<file path="src/rtl/ahb_apb_bridge.sv">
// AHB-Lite slave to APB3 master bridge.
// Each AHB transfer becomes one APB SETUP/ACCESS pair. Only one transfer is
// in flight at a time. An optional watchdog turns a stuck PREADY into an
// AHB ERROR response.
//
// Handshake: on the AHB side, an address phase is taken only when
// HSEL & HREADY & HTRANS[1]. The bridge holds HREADYOUT low until it can
// return the data phase. On the APB side, PSEL rises in SETUP and PENABLE
// rises in ACCESS. The access completes on the first ACCESS cycle with
// PREADY=1, and PSLVERR is looked at only in that cycle.
module ahb_apb_bridge #(
    parameter int NSLV    = 16,
    parameter int SEL_LSB = 12,
    parameter int TIMEOUT = 256
) (
    input  logic            HCLK,
    input  logic            HRESETn,
    input  logic            HSEL,
    input  logic [31:0]     HADDR,
    input  logic [1:0]      HTRANS,
    input  logic            HWRITE,
    input  logic [2:0]      HSIZE,
    input  logic [31:0]     HWDATA,
    input  logic            HREADY,
    output logic            HREADYOUT,
    output logic            HRESP,
    output logic [31:0]     HRDATA,
    output logic [NSLV-1:0] PSEL,
    output logic            PENABLE,
    output logic [31:0]     PADDR,
    output logic            PWRITE,
    output logic [31:0]     PWDATA,
    input  logic [31:0]     PRDATA,
    input  logic            PREADY,
    input  logic            PSLVERR,
    output logic [2:0]      dbg_state
);

    localparam int IW = (NSLV > 1) ? $clog2(NSLV) : 1;
    localparam int WW = (TIMEOUT > 1) ? $clog2(TIMEOUT + 1) : 1;
    localparam logic [WW-1:0] WD_LIMIT = WW'(TIMEOUT);

    typedef enum logic [2:0] {
        ST_IDLE   = 3'd0,
        ST_WDATA  = 3'd1,
        ST_SETUP  = 3'd2,
        ST_ACCESS = 3'd3,
        ST_DONE   = 3'd4,
        ST_ERR1   = 3'd5,
        ST_ERR2   = 3'd6
    } state_t;

    state_t          state;
    state_t          state_nx;
    logic            req;
    logic [IW-1:0]   idx;
    logic [NSLV-1:0] sel_onehot;
    logic [WW-1:0]   wdog;
    logic [WW-1:0]   wdog_inc;
    logic            wdog_expired;
    logic            unused_inputs;

    // Transfer size is irrelevant because every access is a full word.
    // SEQ and NONSEQ are treated alike, so HTRANS[0] is not needed.
    assign unused_inputs = ^{HSIZE, HTRANS[0]};

    assign req        = HSEL & HREADY & HTRANS[1];
    assign idx        = PADDR[SEL_LSB +: IW];
    assign sel_onehot = {{(NSLV-1){1'b0}}, 1'b1} << idx;
    assign dbg_state  = state;

    // The watchdog value includes the current ACCESS cycle.
    // It saturates instead of wrapping.
    assign wdog_inc     = (&wdog) ? wdog : wdog + 1'b1;
    assign wdog_expired = (TIMEOUT != 0) && (wdog_inc == WD_LIMIT);

    // State register. Asynchronous reset returns to IDLE, so PSEL/PENABLE drop at once.
    always_ff @(posedge HCLK or negedge HRESETn) begin
        if (!HRESETn) state <= ST_IDLE;
        else          state <= state_nx;
    end

    // Next-state logic. DONE accepts a new request directly for back-to-back traffic.
    always_comb begin
        state_nx = state;
        case (state)
            ST_IDLE, ST_DONE: begin
                if (req) state_nx = HWRITE ? ST_WDATA : ST_SETUP;
                else     state_nx = ST_IDLE;
            end
            ST_WDATA:  state_nx = ST_SETUP;
            ST_SETUP:  state_nx = ST_ACCESS;
            ST_ACCESS: begin
                if (PREADY)            state_nx = PSLVERR ? ST_ERR1 : ST_DONE;
                else if (wdog_expired) state_nx = ST_ERR1;
            end
            ST_ERR1:   state_nx = ST_ERR2;
            ST_ERR2:   state_nx = ST_IDLE;
            default:   state_nx = ST_IDLE;
        endcase
    end

    // Outputs decoded from state. The two-cycle ERROR response is ERR1 then ERR2.
    always_comb begin
        HREADYOUT = 1'b1;
        HRESP     = 1'b0;
        PSEL      = '0;
        PENABLE   = 1'b0;
        case (state)
            ST_WDATA:  HREADYOUT = 1'b0;
            ST_SETUP: begin
                HREADYOUT = 1'b0;
                PSEL      = sel_onehot;
            end
            ST_ACCESS: begin
                HREADYOUT = 1'b0;
                PSEL      = sel_onehot;
                PENABLE   = 1'b1;
            end
            ST_ERR1: begin
                HREADYOUT = 1'b0;
                HRESP     = 1'b1;
            end
            ST_ERR2:   HRESP = 1'b1;
            default: ;
        endcase
    end

    // Datapath registers.
    // Address and direction are captured on an accepted request.
    // Write data is captured in the data phase.
    // Read data is captured on a good completion.
    always_ff @(posedge HCLK or negedge HRESETn) begin
        if (!HRESETn) begin
            PADDR  <= '0;
            PWRITE <= 1'b0;
            PWDATA <= '0;
            HRDATA <= '0;
            wdog   <= '0;
        end else begin
            if ((state == ST_IDLE || state == ST_DONE) && req) begin
                PADDR  <= HADDR;
                PWRITE <= HWRITE;
            end
            if (state == ST_WDATA) PWDATA <= HWDATA;
            if (state_nx == ST_SETUP)     wdog <= '0;
            else if (state == ST_ACCESS)  wdog <= wdog_inc;
            if (state == ST_ACCESS && PREADY && !PSLVERR && !PWRITE) HRDATA <= PRDATA;
        end
    end

endmodule

</file>
<file path="config.mk">
export PLATFORM = sky130hd
export DESIGN_NAME = ahb_apb_bridge
export DESIGN_NICKNAME = d
export VERILOG_FILES = /design/src/rtl/ahb_apb_bridge.sv
export SDC_FILE = /design/constraint.sdc
export NUM_CORES = 1
export LEC_CHECK = 0
export ABC_AREA = 0
export BUFFER_PORTS_ARGS = -buffer_cell sky130_fd_sc_hd__buf_2
export CORE_MARGIN = 2
export CORE_UTILIZATION = 45
export DETAILED_ROUTE_END_ITERATION = 8
export GPL_TIMING_DRIVEN = 0
export PLACE_DENSITY = 0.87
export SLEW_MARGIN = 20
export SYNTH_ARGS = -nofsm -noshare
export SYNTH_HDL_FRONTEND = slang
export SYNTH_SLANG_ARGS = --single-unit
</file>
<file path="constraint.sdc">
create_clock -name HCLK -period 4 [get_ports HCLK]
set_input_delay 0.8 -clock HCLK [delete_from_list [all_inputs] [get_ports HCLK]]
set_output_delay 0.8 -clock HCLK [all_outputs]
set_load 0.03 [all_outputs]
</file>
# Yosys cells after proc, flatten, opt, wreduce, memory -nomap -nowiden
# Cells that the tools add are included.
# op_classes
n_bitwise	2
addsub	1
order_cmp	0
n_eq_ne	8
multipliers	0
n_div	0
shifts	1
n_mux	13
n_reduce_logical	14
# op_table
op	count
$mux W9	3
$mux W16	1
$shl A1 B4 Y16 const A	1
$pmux W3 S5	1
$add A9 B1 Y9 const B	1
$eq A3 B2 Y1 const B	3
$eq A3 B3 Y1 const B	3
$eq A9 B9 Y1 const B	1
$reduce_and A9 Y1	1
$mux W3	2
$reduce_or A2 Y1	3
$logic_and A1 B1 Y1	4
$mux W1	4
$mux W2	2
$reduce_or A4 Y1	1
$eq A3 B1 Y1 const B	1
$logic_not A3 Y1	1
$and A1 B1 Y1	2
$logic_not A1 Y1	2
$reduce_bool A2 Y1	1
$logic_or A1 B1 Y1	1
# word_totals
in_bits	108
ram_bits	0
output_inout_bits	119
rom_bits	0
mem_count	0
regBits	109
latch_bits	0
elab_cells	45

# Longest topological paths before layout
# Gate-level depths: netlist of the first run.
# logic_depth
word_depth	8
mapped_depth	5
depth_no_buf	5

# Worst setup path after synthesis of the first run
# No wires, ideal clock.
# synth_path
path_kind	flip-flop to output port
startpoint	register state[1], in the netlist dbg_state[1]
endpoint	output port PSEL[0]
slack_ns	1.280
path_stages_with_launch	5
arrival_ns	1.920
path_buffers	1
required_time_ns	3.200
cell_sequence	dfrtp_1 -> buf_4 -> nand2b_1 -> or3_1 -> nor3_1
# synth_between
elab_chain_cells	3
elab_cells_between_ends	4
cone_classes	eq/ne: 2; mux: 1; reduce/logical: 1
# synth_lines
item	line	source
from (decl)	53	state_t state;
from (signal assigned)	80	else state <= state_nx;
$eq A3 B2 Y1	109	case (state)
$reduce_or A2 Y1 (no source line) *	n/a	
$mux W16 *	109	
to (decl)	28	output logic [NSLV-1:0] PSEL,
# Every way passes the cells marked *; elsewhere a longest branch is shown, timed or not.

# Final worst setup path of the first run
# layout_path
startpoint	register state[1], in the netlist dbg_state[1]
endpoint	output port PSEL[4]
# Same word-level chain as after synthesis.

==> summary.md, run 1 <==
| Metric | Value |
|---|---|
| Share of flip-flops with an asynchronous set or reset | `100%` |
| Vias | `3,487` |
| Status | `finished, final reports clean` |
| Initial core utilization | `between 40% and 50%` |
| Clock Latency Late Sink | `about 0.37 ns` |
| Synth-to-Final Area Change | `32.2%` |
| Num CTS Buffers | `9` |
| Final Max Slew Viols | `0` |
| Gate Count Post-Synth | `327` |
| Synth Flop Type | `dfrtp_1` |
| Largest net degree at the start of global routing | `60` |
| Fin Clk Skew | `0.0153 ns` |
| HPWL Detailed | `8.46 mm` |
| Sequential share of the synthesized area | `57.9%` |
| Most common cell in the netlist | `dfrtp_1` |
| Worst setup SP type | `flip-flop` |
| Synth Warn # | `0` |
| CORE AREA | `about 10,000 um^2` |
| HP Class | `input port to asynchronous set/reset pin` |
| Clock Tree Root | `clkbuf_8` |
| Layout cells sized above 1 | `62.2%` |
| First-pass GRT wire length | `17.3 mm` |
| Synth cell types | `44` |
| Leak | `3.25 nW` |
| Post-CTS Setup Bufs | `0` |
| CP max FO | `10` |
| Die Ht | `~110 um` |
| Fillers | `828` |
| Cell Rows | `37` |
| Mapped Nets | `436` |
| Avg Inst Size Synth | `between 10 and 15 um^2` |
| Flop and latch count out of synthesis | `109` |
| EDFF count, synth | `0` |
| Place WS | `~1.7 ns` |
| Peak VDD IR | `581 uV` |
| Vias in the first global route | `3,557` |
| Total power | `0.00549 W` |
| DRT antenna net count | `0` |
| # hold bufs at CTS | `0` |
| Vias per cell | `4.97` |
| Fin crit share | `68.2%` |
| Synth area leader | `dfrtp_1` |
| Diode count | `0` |
| R2r setup slk | `about 2.2 ns` |
| # port buffers | `222` |
| Nets | `670` |
| Synthesized area | `4710 um^2` |
| Die ar. | `between 10,000 and 15,000 um^2` |
| Worst Tran Pin Value | `0.473 ns` |
| Top cells by count, synth | `dfrtp_1 (109), mux2_2 (63), mux2_4 (30), nor2_1 (26), nand2_1 (9)` |
| Max-cap violations | `0` |
| PwrDens | `881 nW/um^2` |
| DR iter-0 viols | `162` |
| Worst Path Arrival | `a little under 2 ns` |
| Htree depth | `3` |
| Clock Tree Buf Depth | `2` |
| Crit end category | `output port` |
| Total gr overflow | `0` |
| Final min period | `2.73 ns` |
| RSZ-0062 raised after global routing | `false` |
| Total track usage | `approximately a fifth` |
| Finish-stage setup viols | `0` |
| Final hold vios | `0` |
| CTS clk-pin slew, worst paths | `0.10 ns` |
| Wirelength per Cell | `15.6 um` |
| DR pass1 iterations | `4` |
| Area contributors post-synth | `dfrtp_1 (58%), mux2_2 (15%), mux2_4 (9.6%)` |
| Slew margin rel. | `68.5%` |
| Kind of critical path | `flip-flop to output port` |
| # IOs | `approximately 230` |
| Max Clk Rate | `367 MHz` |
| Clock sinks | `between 100 and 150` |
| CTS resizes | `0` |
| Initial antenna violation count | `0` |
| Sum Neg Setup Slack | `0 ns` |
| Chip Width | `106 um` |
| GP Congestion | `0.852` |
| Final worst slack | `between 1 and 1.5 ns` |
| Area share of the leading cell type in the synthesized netlist | `57.9%` |
| Worst Path Required | `3.20 ns` |
| DRC | `0` |
| CTS tree | `built` |
| Routed WL | `11.0 mm` |
[cell type report]
type                       instances  area [um^2]  share of cell area (%)
buffer                            12          110                    1.77
clock inverter                     7         80.1                    1.29
sequential                       109         2730                    43.8
multi-input combinational        201         1850                    29.7
tap                              136          170                    2.73
timing repair buffer             223         1140                    18.4
inverter                           5         21.3                   0.341
clock buffer                       9          124                    1.99
[state kept, by name, summed over array words and instances (netlist names)]
signal / cells
wdog: 9
PWDATA: 32
HRDATA: 32
dbg_state: 3
PWRITE: 1
PADDR: 32
[where the power goes]
group	leakage [nW]	switching, W	total (W)	internal (W)
registers	1.34	0.000319	0.00193	0.00161
logic	1.81	0.00181	0.00290	0.00108
clock network	0.0990	0.000410	0.000658	0.000248
[kinds of logic (layout without fill, tap and decap cells)]
group                    after synthesis  in the layout  synth area share, %
AO/OA/AOI/OAI                         24             24                 3.69
multiplexers                         100            100                 26.2
flip-flops                           109            109                 57.9
adder cells (fa/ha/maj)                1              1                0.265
XOR/XNOR                               3              3                0.558
AND/OR/NAND/NOR                       73             73                 8.63
buffers and inverters                 17            256                 2.79
[metrics by stage]
| step | cell area [um^2] | hold slack (ns) | utilization [%] | instances |
|---|---|---|---|---|
| after CTS | 6230 | 0.367 | 60.9 | 702 |
| final | 6230 | 0.356 | 60.9 | 702 |
| after global routing | 6230 | 0.379 | 60.9 | 702 |
| after detailed placement | 6030 | 0.478 | 58.9 | 686 |
| after global placement | 5990 | 0.483 | 58.6 | 685 |
| after floorplan | 4710 | 0.504 | - | 327 |
[cells in the final DEF, fill, tap and decap left out, drive strengths merged, types with 3 or more instances in the layout]
master  Yosys  final
or3         4      4
buf        11    234
a21oi       5      5
nand3       6      6
clkinv      0      4
clkbuf      1     10
o21ai       8      8
nand2       9      9
dfrtp     109    109
nand2b      4      4
nor3        9      9
and2        4      4
inv         5      7
xor2        3      3
mux2i       4      4
mux2       96     96
nor2       27     27
[final timing paths]
path	depth (start not counted)	end	from
max in group asynchronous	2	HRDATA[10]	HRESETn
max reg2reg	5	wdog[6]	wdog[0]
min in group HCLK	1	PADDR[19]	PADDR[19]
min	1	PADDR[19]	HRESETn
min reg2reg	1	PADDR[19]	PADDR[19]
max	5	PSEL[4]	dbg_state[1]
[per-layer routing]
metal,GRT usage (%),vias up,share of wire (%)
met4,6.58,0,1.2
met3,4.35,14,6.8
met1,23.3,1677,40
li1,-,1630,-
met2,33.9,166,52
met5,0,-,0
[worst max-delay path, cell delays in order, from the launching register on]
cell and delay [ns]:
dfrtp_1 0.42, buf_4 0.22, nand2b_1 0.15, or3_1 0.41, nor2_1 0.15, buf_2 0.22
Note: power is estimated with default switching activity, not from simulation.
==> run 2, diff against run 1 <==
- ABC_AREA: 0 -> 1
- PLACE_DENSITY: 0.87 -> 0.88
- clock period: 4 -> 2.8 ns (I/O delays scaled with it)
==> run 2 against run 1 <==
  * Routed wire length is 1.5% higher
  * Design area is 2.4% lower
  * Core utilization grew 1.0 points
  * Largest cell class unchanged
==> summary.md, run 2 <==
| Metric | Value |
|---|---|
| Status | `finished, final reports clean` |
| EDFF count, synth | `0` |
| Crit end category | `output port` |
| Worst Path Arrival | `about 1.8 ns` |
| Synth area leader | `dfrtp_1` |
| Final hold vios | `0` |
| Clock Tree Root | `clkbuf_8` |
| # hold bufs at CTS | `0` |
| Most common cell in the netlist | `dfrtp_1` |
| DRT antenna net count | `0` |
| Synth Flop Type | `dfrtp_1` |
| Total gr overflow | `0` |
| # IOs | `227` |
| Top cells by count, synth | `dfrtp_1 (109), mux2_2 (91), nand2_1 (38), nor2_1 (38), inv_1 (27)` |
| DR iter-0 viols | `~150` |
| Area contributors post-synth | `dfrtp_1 (59%), mux2_2 (22%), nand2_1 (3.1%)` |
| Kind of critical path | `flip-flop to output port` |
| # port buffers | `222` |
| Hold WS | `0.0723 ns` |
| Fillers | `approximately 820` |
| Mapped Nets | `481` |
| Vias per cell | `4.90` |
| CTS tree | `built` |
| Routed WL | `11.1 mm` |
| Clock Tree Buf Depth | `2` |
| Flop and latch count out of synthesis | `109` |
| Worst Path Required | `~2.2 ns` |
| PwrDens | `1290 nW/um^2` |
| HPWL Detailed | `8.66 mm` |
| CTS resizes | `0` |
| Initial antenna violation count | `0` |
| Initial core utilization | `46.7%` |
| Gate Count Post-Synth | `372` |
| Most common cell after layout, fill and taps aside | `buf_2` |
| Design area | `between 6000 and 7000 um^2` |
| Synth cell types | `29` |
| Leak | `3.21 nW` |
| Synth Warn # | `0` |
| Vias | `3,649` |
| GP Congestion | `0.855` |
| Clock Latency Late Sink | `about 0.36 ns` |
| Final Max Slew Viols | `0` |
| Vias in the first global route | `3,846` |
| CP max FO | `10` |
| Final min period | `2.38 ns` |
| RSZ-0062 raised after global routing | `false` |
| Nets | `715` |
| Sequential share of the synthesized area | `59.5%` |
| Largest net degree at the start of global routing | `around 80` |
| CORE AREA | `9820 um^2` |
| Share of flip-flops with an asynchronous set or reset | `100%` |
| Avg Inst Size Synth | `12.3 um^2` |
| Max Clk Rate | `420 MHz` |
| Wirelength per Cell | `15.0 um` |
| Die ar. | `11,000 um^2` |
| Worst Tran Pin Value | `between 0.5 and 0.6 ns` |
| CTS clk-pin slew, worst paths | `~0.1 ns` |
| Total track usage | `20.5%` |
| DR pass1 iterations | `6` |
| Chip Width | `105 um` |
| Max-cap violations | `0` |
| Diode count | `0` |
| Synthesized area | `4580 um^2` |
| Layout cells sized above 1 | `57.4%` |
| Most frequent cells in the layout | `buf_2 (229), dfrtp_1 (109), mux2_2 (91)` |
| Cell Rows | `36` |
| Peak VDD IR | `806 uV` |
| Fin Clk Skew | `roughly 0.011 ns` |
| Synth-to-Final Area Change | `32.6%` |
| Area share of the leading cell type in the synthesized netlist | `59.5%` |
| Die Ht | `105 um` |
| Worst setup SP type | `flip-flop` |
| Htree depth | `3` |
| Dpl cell area | `5900 um^2` |
| DRC | `0` |
| HP Class | `input port to asynchronous set/reset pin` |
| First-pass GRT wire length | `18.2 mm` |
| Num CTS Buffers | `9` |
| Finish-stage setup viols | `0` |
| Slew margin rel. | `63.8%` |
| Sum Neg Setup Slack | `0 ns` |
| Fin crit share | `around 85%` |
| Clock sinks | `between 100 and 150` |
| Post-CTS Setup Bufs | `0` |
| Top flop regs | `HRDATA x32, PADDR x32, PWDATA x32` |
[run 2: kinds of logic (layout without fill, tap and decap cells)]
kind of cell	count (synthesis)	after routing	share of synthesized area, %
compound gates	25	25	3.08
buf+inv	40	279	3.49
simple gates	103	103	10.7
flops	109	109	59.5
fa+ha+maj	1	1	0.273
xor+xnor	2	2	0.382
mux	92	92	22.6
[run 2: metal layers]
metal | global-route usage, % | vias to the layer above | wire, um
met5 | 0 | - | 0
met4 | 8.00 | 0 | 219
met3 | 5.18 | 20 | 718
met2 | 37.4 | 144 | 6000
met1 | 22.9 | 1771 | 4210
li1 | - | 1714 | -
[run 2: where the power goes]
| part | switching [W] | total (W) | internal (W) |
|---|---|---|---|
| Combinational | 0.00270 | 0.00412 | 0.00142 |
| Clock | 0.000524 | 0.000897 | 0.000373 |
| Sequential | 0.000467 | 0.00280 | 0.00234 |
[run 2: worst max-delay path, cell delays in order (launching register included)]
cell	delay [ns]
dfrtp_1	0.47
inv_1	0.10
nor2_4	0.16
nand2_2	0.13
inv_2	0.13
buf_2	0.23
buf_2	0.24
[run 2: area by class of cell]
class	instances	area, um^2	share of cell area, %
tap	133	166	2.74
buffer	11	51.3	0.844
clock inverter	5	33.8	0.556
timing repair buffer	223	1140	18.8
sequential	109	2730	44.9
multi-input combinational	223	1700	27.9
clock buffer	11	151	2.49
inverter	29	109	1.79
[run 2: path summary, 6_finish.rpt]
path,start,endpoint,slack (ns),depth (start not counted)
max,dbg_state[1],PENABLE,0.42,6
min,HRESETn,PADDR[5],0.07,1
max reg2reg,wdog[0],wdog[4],0.85,14
min reg2reg,HRDATA[5],HRDATA[5],0.50,1
max in group asynchronous,HRESETn,PWDATA[17],2.03,2
min in group HCLK,PRDATA[5],HRDATA[5],0.42,2
[run 2: through the flow]
stage	utilization, %	total power (W)	cells	worst slack [ns]
global placement	59.7	0.00678	727	0.0775
detailed placement	60.0	0.00697	728	0.816
finish	61.9	0.00782	744	0.418
floorplan	-	0.00567	372	0.837
CTS	61.9	0.00787	744	0.394
global route	61.9	0.00827	744	0.292
